$ cat src/rtl/instr_fetch_unit.sv
// rtl/instr_fetch_unit.sv - program counter and instruction-memory fetch unit
//
// Purpose:
//   Owns the PC and fetches one 16-bit instruction per PC over a req/ack
//   handshake. The fetched word and its PC are held stable for decode until
//   the branch logic pulses en_pc with the next PC.
//
// Ports:
//   clk          in   1   core clock, rising edge
//   reset_n      in   1   asynchronous active-low reset
//   run          in   1   core enable; 0 parks the unit in IDLE
//   en_pc        in   1   advance strobe, honoured only in HOLD
//   updated_pc   in   8   next PC from branch logic
//   mem_req      out  1   read request to instruction memory
//   mem_addr     out  8   read address (always current_pc)
//   mem_ack      in   1   mem_rdata valid this cycle
//   mem_rdata    in  16   instruction word from memory
//   current_pc   out  8   PC of the held / in-flight instruction
//   instruction  out 16   registered instruction word
//   instr_valid  out  1   instruction is valid for current_pc
//   fetch_busy   out  1   high while in FETCH
//   fetch_error  out  1   sticky fetch-timeout flag
//
// Optional feature macro: FETCH_TIMEOUT_EN
//   Defined:   FETCH gives up after TIMEOUT_CYCLES cycles without mem_ack,
//              sets sticky fetch_error and blocks further fetches until reset.
//   Undefined: FETCH waits indefinitely; fetch_error is tied 0.

module instr_fetch_unit #(
  parameter logic [7:0] RESET_PC       = 8'h00,
  parameter int         TIMEOUT_CYCLES = 255
) (
  input  logic        clk,
  input  logic        reset_n,
  input  logic        run,
  input  logic        en_pc,
  input  logic [7:0]  updated_pc,
  output logic        mem_req,
  output logic [7:0]  mem_addr,
  input  logic        mem_ack,
  input  logic [15:0] mem_rdata,
  output logic [7:0]  current_pc,
  output logic [15:0] instruction,
  output logic        instr_valid,
  output logic        fetch_busy,
  output logic        fetch_error
);

  typedef enum logic [1:0] {
    ST_IDLE  = 2'd0,
    ST_FETCH = 2'd1,
    ST_HOLD  = 2'd2
  } state_t;

  state_t      r_state;
  state_t      w_state_nxt;
  logic [7:0]  r_pc;
  logic [7:0]  w_pc_nxt;
  logic [15:0] r_instr;
  logic [15:0] w_instr_nxt;
  logic        r_valid;
  logic        w_valid_nxt;
  logic        r_req;
  logic        w_req_nxt;

  // w_timeout: this FETCH cycle is the last one allowed without an ack.
  // w_err_cur: the sticky error that keeps IDLE from starting a new fetch.
  logic        w_timeout;
  logic        w_err_cur;

`ifdef FETCH_TIMEOUT_EN
  localparam logic [15:0] TIMEOUT_LAST = 16'(TIMEOUT_CYCLES - 1);

  logic [15:0] r_wait_cnt;
  logic        r_err;

  // Counts completed FETCH cycles without ack; held at zero outside FETCH so
  // every FETCH entry starts from a clean count.
  always_ff @(posedge clk or negedge reset_n) begin
    if (!reset_n) begin
      r_wait_cnt <= 16'd0;
    end else if (r_state != ST_FETCH) begin
      r_wait_cnt <= 16'd0;
    end else if (!mem_ack) begin
      r_wait_cnt <= r_wait_cnt + 16'd1;
    end
  end

  always_ff @(posedge clk or negedge reset_n) begin
    if (!reset_n) begin
      r_err <= 1'b0;
    end else if (w_timeout) begin
      r_err <= 1'b1;
    end
  end

  // An ack in the final allowed cycle still wins over the timeout.
  assign w_timeout   = (r_state == ST_FETCH) && !mem_ack && (r_wait_cnt == TIMEOUT_LAST);
  assign w_err_cur   = r_err;
  assign fetch_error = r_err;
`else
  logic w_unused_timeout;

  assign w_unused_timeout = ^TIMEOUT_CYCLES;
  assign w_timeout        = 1'b0;
  assign w_err_cur        = 1'b0;
  assign fetch_error      = 1'b0;
`endif

  always_ff @(posedge clk or negedge reset_n) begin
    if (!reset_n) begin
      r_state <= ST_IDLE;
      r_pc    <= RESET_PC;
      r_instr <= 16'h0000;
      r_valid <= 1'b0;
      r_req   <= 1'b0;
    end else begin
      r_state <= w_state_nxt;
      r_pc    <= w_pc_nxt;
      r_instr <= w_instr_nxt;
      r_valid <= w_valid_nxt;
      r_req   <= w_req_nxt;
    end
  end

  always_comb begin
    w_state_nxt = r_state;
    w_pc_nxt    = r_pc;
    w_instr_nxt = r_instr;
    w_valid_nxt = r_valid;
    w_req_nxt   = r_req;

    case (r_state)
      ST_IDLE: begin
        w_valid_nxt = 1'b0;
        w_req_nxt   = 1'b0;
        if (run && !w_err_cur) begin
          w_state_nxt = ST_FETCH;
          w_req_nxt   = 1'b1;
        end
      end

      // run is deliberately not looked at here: an issued request always
      // completes so memory never sees a withdrawn read.
      ST_FETCH: begin
        w_req_nxt = 1'b1;
        if (mem_ack) begin
          w_instr_nxt = mem_rdata;
          w_valid_nxt = 1'b1;
          w_req_nxt   = 1'b0;
          w_state_nxt = ST_HOLD;
        end else if (w_timeout) begin
          w_valid_nxt = 1'b0;
          w_req_nxt   = 1'b0;
          w_state_nxt = ST_IDLE;
        end
      end

      ST_HOLD: begin
        if (run && en_pc) begin
          w_pc_nxt    = updated_pc;
          w_valid_nxt = 1'b0;
          w_req_nxt   = 1'b1;
          w_state_nxt = ST_FETCH;
        end else if (!run) begin
          // PC and instruction are kept so a resume re-fetches the same PC.
          w_valid_nxt = 1'b0;
          w_state_nxt = ST_IDLE;
        end
      end

      default: begin
        w_valid_nxt = 1'b0;
        w_req_nxt   = 1'b0;
        w_state_nxt = ST_IDLE;
      end
    endcase
  end

  assign mem_req     = r_req;
  assign mem_addr    = r_pc;
  assign current_pc  = r_pc;
  assign instruction = r_instr;
  assign instr_valid = r_valid;
  assign fetch_busy  = (r_state == ST_FETCH);

endmodule

$ cat config.mk
export PLATFORM = sky130hd
export DESIGN_NAME = instr_fetch_unit
export DESIGN_NICKNAME = d
export VERILOG_FILES = /design/src/rtl/instr_fetch_unit.sv
export SDC_FILE = /design/constraint.sdc
export NUM_CORES = 1
export LEC_CHECK = 0
export CAP_MARGIN = 20
export CORE_AREA = 2 2 62 64
export CTS_CLUSTER_DIAMETER = 120
export CTS_CLUSTER_SIZE = 30
export DETAILED_ROUTE_END_ITERATION = 7
export DIE_AREA = 0 0 64 66
export GPL_ROUTABILITY_DRIVEN = 0
export PLACE_DENSITY = 0.71
export SYNTH_ARGS = -nofsm -noshare
export SYNTH_HDL_FRONTEND = slang
export SYNTH_SLANG_ARGS = --single-unit
$ cat constraint.sdc
create_clock -name clk -period 1.7 [get_ports clk]
set_clock_uncertainty 0.15 [all_clocks]
set_input_delay 0.34 -clock clk [delete_from_list [all_inputs] [get_ports clk]]
set_output_delay 0.34 -clock clk [all_outputs]
set_load 0.02 [all_outputs]
==> impl_results.md, run 1 <==
* Total global-route track usage at 12.5%
* Max Clk Rate at 628 MHz
* Switching part of the total power at 37.2%
* Die width at 64 µm
* Worst min-delay path class: input pin to asynchronous set/reset pin
* Arrival time worst endpoint at 1.10 ns
* Compound-cell area share of the yosys netlist at 2.32%
* Port Buf Inserts at 63
* Post-synthesis mux area share at 25.6%
* # diodes at 0
* WP data required at 1.21 ns
* H-tree levels at 1
* Hold-fix buffers, CTS at 0
* Commonest non-fill, non-tap cells in the layout: dlygate4sd2_1, dfrtp_1, clkdlybuf4s50_1, mux2_2, mux2_4
* Post-synthesis register bit count at 28
* Pre-Repair DR Iteration Count at 4
* Finished Layout Cells at 186
* R2R Setup Slk at 0.18 ns
* Vias at 801
* Status: complete, no violations
* 1st-iter DRT viols at 34
* Fin crit period at 1.59 ns
* Critical-path top delay cell: dfrtp_1
* Launch point of the worst path: r_state[1]$_DFFE_PN0P_
* WL final at 2.34 mm
* Crit end category: output port
* Root Driver: clkbuf_4
* CTS buffer count at 3
* Reg power frac at 36.2%
* Worst path buffer plus inverter count at 1
* Largest net degree at the start of global routing at 29
* Max clock buf depth at 2
* Post-route clock period utilization at 93.6%
* P_int at 0.00198 W
* DR vias/cell at 4.31
* Clk sinks at 28
* Share of post-route cells with drive strength above 1 at 26.8%
* Combinational power share at 50.2%
* Worst skew pair latency at 0.32 ns
* Row count at 22
* Clk pwr share at 13.6%
* Core area at 3550 µm²
* Gate Count Post-Synth at 77
* Largest delay share family, worst path: flip-flops
* Initial antenna violation count at 0
* Simple-Gate Fraction of Synth Area at 5.26%
* Hold Violations, Final at 0
* Crit start category: flop
* CP cell instances: nor2b_4 > buf_2
* Synthesized area per cell at 15.4 µm²
* Die height at 66 µm
* Max Slew Vio Count at 0
* Largest area contributor in the netlist: dfrtp_1
* Clk slew on worst S/H paths at 0.14 ns
* Synth top area share at 58.9%
* Worst IR Drop VDD at 481 µV
* RSZ-0062 raised after global routing: no
* Top Ports at 65
* Max incr delay on CP at 0.43 ns
* Total gr overflow at 0
* Remaining antenna violation count at 0
* Xor and xnor fraction of the mapped netlist area at 0%
* Switching power at 0.00117 W
* Mapped cell area at 1190 µm²
* Critical path depth at 2
* R2R Path Start: r_state[0]$_DFFE_PN0P_
* Post-synthesis cell type count at 16
* Reg2Reg Depth at 4
* Leakage at 0.894 nW
* Critical Path Sink: fetch_busy
* DRC viols at 0
* Main combinational cell family by area after synthesis: multiplexers
* RR Endpoint: current_pc[0]$_DFFE_PN0P_
* Dpl cells at 182
* Fin nets at 168
* Vias in the first global route at 871
* Mapped Nets at 106
* # fillers at 318
* HPWL Detailed at 1.75 mm
* Die area at 4220 µm²
* Setup Buffers After CTS at 0
* CTS tree: yes
* Post-CTS sizing at 38
* Adder-cell share of the synthesized area at 0%
* PD cells at 1720 nW/µm²
* Ranking of synthesized cells by area: dfrtp_1, mux2_2, mux2_4
* P&R area growth vs syn at 54.1%
* Setup_tns at 0 ns
* Worst Path Max Fanout at 4
* First-pass GRT wire length at 4.08 mm
* Wire length per cell at 12.6 µm
* Post-Place Worst Slack at -0.0613 ns
* Commonest non-fill, non-tap cell in the layout: dlygate4sd2_1
* CP Class: flop to output port
* Final count of negative-setup-slack endpoints at 0
* Max-Cap Viols at 0
* Initial Util at 33.5%
* Ys Warns at 0
* Final worst slack at 0.108 ns
* Seq/Total Area, Yosys at 58.9%
## worst min-delay path by stage
stage	slack [ns]	startpoint	cells after the start	endpoint
final	0.23	reset_n	2	current_pc[2]$_DFFE_PN0P_
after global routing	0.23	reset_n	2	current_pc[2]$_DFFE_PN0P_
after CTS	0.22	reset_n	2	instruction[5]$_DFFE_PN0P_
after detailed placement	0.34	instruction[13]$_DFFE_PN0P_	1	instruction[13]$_DFFE_PN0P_
after global placement	0.34	instruction[12]$_DFFE_PN0P_	1	instruction[12]$_DFFE_PN0P_
after floorplan	-0.11	reset_n	0	current_pc[0]$_DFFE_PN0P_
## through the flow
step | power, W | utilization (%) | area (µm²) | hold slack [ns]
final | 0.00315 | 51.6 | 1830 | 0.231
after detailed placement | 0.00306 | 51.4 | 1830 | 0.343
after floorplan | 0.00223 | - | 1190 | -0.106
after global placement | 0.00303 | 51.4 | 1830 | 0.342
after global routing | 0.00335 | 51.6 | 1830 | 0.230
after CTS | 0.00320 | 51.6 | 1830 | 0.225
## layer usage
layer,part of all wire [%],routed length [µm],up-vias,GRT usage [%]
met5,0,0,-,0
met4,0.81,19,0,5.71
met3,8.5,198,2,3.41
met2,49,1150,42,22.4
met1,42,974,386,13.8
li1,-,-,371,-
## power by group through the flow
stage	clock (W)	sequential, W	combinational, W
floorplan	0	0.00154	0.000692
global placement	0	0.00116	0.00188
detailed placement	0	0.00118	0.00188
CTS	0.000448	0.00115	0.00160
global route	0.000474	0.00119	0.00169
finish	0.000427	0.00114	0.00158
## Yosys cell counts
| library cell | n |
|---|---|
| and2b_1 | 1 |
| conb_1 | 1 |
| o21ai_0 | 2 |
| o21bai_1 | 1 |
| nand3_2 | 1 |
| a22o_2 | 1 |
| nand2_1 | 2 |
| nand2_4 | 1 |
| dfrtp_1 | 28 |
| nor2b_4 | 1 |
| nand2b_1 | 2 |
| buf_8 | 1 |
| mux2_2 | 15 |
| inv_1 | 2 |
| buf_4 | 9 |
| mux2_4 | 9 |
## sequential cells by signal, indices dropped and copies added, names as in the netlist
register and flops:
current_pc 8, mem_req 1, r_state 2, instruction 16, instr_valid 1
## logic make-up (layout without fill, tap and decap cells)
kind of cell | count (synthesis) | in the layout
AO/OA/AOI/OAI | 4 | 4
AND/OR/NAND/NOR | 8 | 8
buffers and inverters | 12 | 73
multiplexers | 24 | 24
flip-flops | 28 | 28
other | 1 | 1
## final cells by class
cell class / instances / area, µm² / share of cell area [%]
Clock buffer: 3 / 22.5 / 1.23
Sequential cell: 28 / 701 / 38.3
Tap cell: 48 / 60.1 / 3.28
Clock inverter: 1 / 30.0 / 1.64
Multi-Input combinational cell: 37 / 398 / 21.7
Timing Repair Buffer: 67 / 613 / 33.5
Inverter: 2 / 7.51 / 0.410
## worst register-to-register path, stage by stage, from the launching register on
cell and delay (ns):
dfrtp_1 0.41, buf_4 0.13, and2b_1 0.22, nand3_2 0.20
mux2_2 0.33
No activity file was read; power rests on OpenSTA's default activity.
==> run 2, diff against run 1 <==
--- a/config.mk
+++ b/config.mk
@@ -6,13 +6,13 @@
 export NUM_CORES = 1
 export LEC_CHECK = 0
 export CAP_MARGIN = 20
-export CORE_AREA = 2 2 62 64
+export CORE_AREA = 2 2 59 61
 export CTS_CLUSTER_DIAMETER = 120
 export CTS_CLUSTER_SIZE = 30
 export DETAILED_ROUTE_END_ITERATION = 7
-export DIE_AREA = 0 0 64 66
+export DIE_AREA = 0 0 61 63
 export GPL_ROUTABILITY_DRIVEN = 0
-export PLACE_DENSITY = 0.71
+export PLACE_DENSITY = 0.77
 export SYNTH_ARGS = -nofsm -noshare
 export SYNTH_HDL_FRONTEND = slang
 export SYNTH_SLANG_ARGS = --single-unit
==> run 2 against run 1 <==
Flip-flop and latch count unchanged. Power increased by 0.16%. Register-to-register slack gained 0.10 ns. Clock-buffer cell count unchanged. Worst setup slack got worse by 0.021 ns. Global-route usage grew 1.4 points. First-iteration DRC count is 5.9% lower. Clock power increased by 0.9%.
==> impl_results.md, run 2 (synthesis gave the netlist of run 1 again) <==
* Status: complete, no violations
* Hold WS at 0.220 ns (-0.0111 ns)
* Max-Cap Viols at 0 (unchanged)
* Worst skew pair latency at 0.32 ns (about the same)
* Fin crit period at 1.61 ns (+0.0208 ns)
* CTS tree: yes
* Root Driver: clkbuf_4
* Max Slew Vio Count at 0 (unchanged)
* HPWL Detailed at 1.85 mm (+5.5%)
* Clk slew on worst S/H paths at 0.15 ns (about the same)
* Critical-path top delay cell: dfrtp_1
* CP Class: flop to output port
* PD cells at 1720 nW/µm² (+0.29%)
* First-pass GRT wire length at 4.02 mm (-1.3%)
* DR vias/cell at 4.44 (+3.1%)
* Initial antenna violation count at 0 (unchanged)
* H-tree levels at 1 (unchanged)
* Commonest non-fill, non-tap cell in the layout: dlygate4sd2_1
* Share of post-route cells with drive strength above 1 at 26.8% (unchanged)
* WL final at 2.42 mm (+3.3%)
* WP data required at 1.21 ns (about the same)
* Total global-route track usage at 13.9% (+1.4 points)
* Initial Util at 36.8% (+3.3 points)
* # fillers at 299 (-6.0%)
* Leakage at 0.894 nW (about the same)
* Vias at 817 (+2.0%)
* Row count at 21 (-4.5%)
* Core area at 3230 µm² (-9.0%)
* Setup Buffers After CTS at 0 (unchanged)
* Commonest non-fill, non-tap cells in the layout: dlygate4sd2_1, dfrtp_1, clkdlybuf4s50_1, mux2_2, mux2_4
* Hold-fix buffers, CTS at 0 (unchanged)
* Worst min-delay path class: input pin to asynchronous set/reset pin
* Hold Violations, Final at 0 (unchanged)
* Crit end category: output port
* P&R area growth vs syn at 53.9%
* Crit start category: flop
* Dpl cells at 180 (-1.1%)
* Pre-Repair DR Iteration Count at 4 (unchanged)
* Arrival time worst endpoint at 1.12 ns (+0.02 ns)
* Final count of negative-setup-slack endpoints at 0 (unchanged)
* Wire length per cell at 13.1 µm (+4.5%)
* Clk sinks at 28 (unchanged)
* Fin nets at 168 (unchanged)
* Finished Layout Cells at 184 (-1.1%)
* Largest net degree at the start of global routing at 29 (unchanged)
* # diodes at 0 (unchanged)
* Worst IR Drop VDD at 894 µV (+86%)
* Top Ports at 65 (unchanged)
* RSZ-0062 raised after global routing: no
* Port Buf Inserts at 63 (unchanged)
* DRC viols at 0 (unchanged)
* Die width at 61 µm (-4.7%)
* Remaining antenna violation count at 0 (unchanged)
* Max clock buf depth at 2 (unchanged)
* Vias in the first global route at 915 (+5.1%)
* Max Clk Rate at 620 MHz (-1.3%)
* Worst Path Max Fanout at 4 (unchanged)
* CTS buffer count at 3 (unchanged)
* Fin util at 56.6% (+5.0 points)
* Die height at 63 µm (-4.5%)
* Post-route clock period utilization at 94.9% (+1.2 points)
* Max reg flops at 16 (unchanged)
* 1st-iter DRT viols at 32 (-5.9%)
* Die area at 3840 µm² (-9.0%)
* CP cell instances: nor2b_4 > buf_2
* Total gr overflow at 0 (unchanged)
* Max incr delay on CP at 0.44 ns (about the same)
run 2: cell counts in the layout (fill, tap and decap cells not counted):
Identical to the previous run, type by type.
run 2: worst paths after layout:
kind	startpoint	depth (start not counted)	end	slack (ns)
min in group clk	r_state[0]$_DFFE_PN0P_	1	mem_req$_DFFE_PN0P_	0.34
min	reset_n	2	instruction[4]$_DFFE_PN0P_	0.22
min reg2reg	r_state[0]$_DFFE_PN0P_	1	mem_req$_DFFE_PN0P_	0.34
max	r_state[1]$_DFFE_PN0P_	2	fetch_busy	0.09
max reg2reg	r_state[0]$_DFFE_PN0P_	3	instruction[7]$_DFFE_PN0P_	0.28
max in group asynchronous	reset_n	2	instruction[6]$_DFFE_PN0P_	0.93
run 2: worst max-delay path, delay by kind of cell (launching register included):
family,cells,cell delay (ns)
and+or+nand+nor,1,0.17
DFF,1,0.44
buffers and inverters,1,0.19
run 2: repair_timing:
action / CTS / global route
endpoints found under the setup margin: 35 / 0
endpoints found under the hold margin: 0 / 0
gates resized for setup: 38 / 0
run 2: layout make-up:
class                           count  area (µm²)  area share, %
Sequential cell                    28         701           38.3
Timing Repair Buffer               67         613           33.5
Multi-Input combinational cell     37         398           21.8
Tap cell                           46        57.6           3.15
Clock inverter                      1        30.0           1.64
Clock buffer                        3        22.5           1.23
Inverter                            2        7.51          0.410
run 2: report_power, final:
part           leakage (nW)  switching [W]  internal, W
Combinational         0.529       0.000826     0.000760
Sequential            0.337       0.000165     0.000973
Clock                0.0279       0.000192     0.000238
run 2: per-layer routing:
layer | routed length [µm] | vias to the layer above | share of wire [%] | global-route usage, %
met5 | 0 | - | 0 | 0
met3 | 245 | 2 | 10 | 4.14
met2 | 1240 | 43 | 51 | 24.1
li1 | - | 371 | - | -
met4 | 18 | 0 | 0.75 | 4.89
met1 | 914 | 401 | 38 | 15.6
run 2: metrics by stage:
step	instance area [µm²]	power, W	setup TNS [ns]	setup WS [ns]
after detailed placement	1820	0.00306	-0.479	-0.0484
after CTS	1830	0.00320	0	0.0631
final	1830	0.00315	0	0.0873
after global placement	1820	0.00302	-0.118	-0.0157
after floorplan	1190	0.00223	0	0.211
after global routing	1830	0.00335	0	0.0258
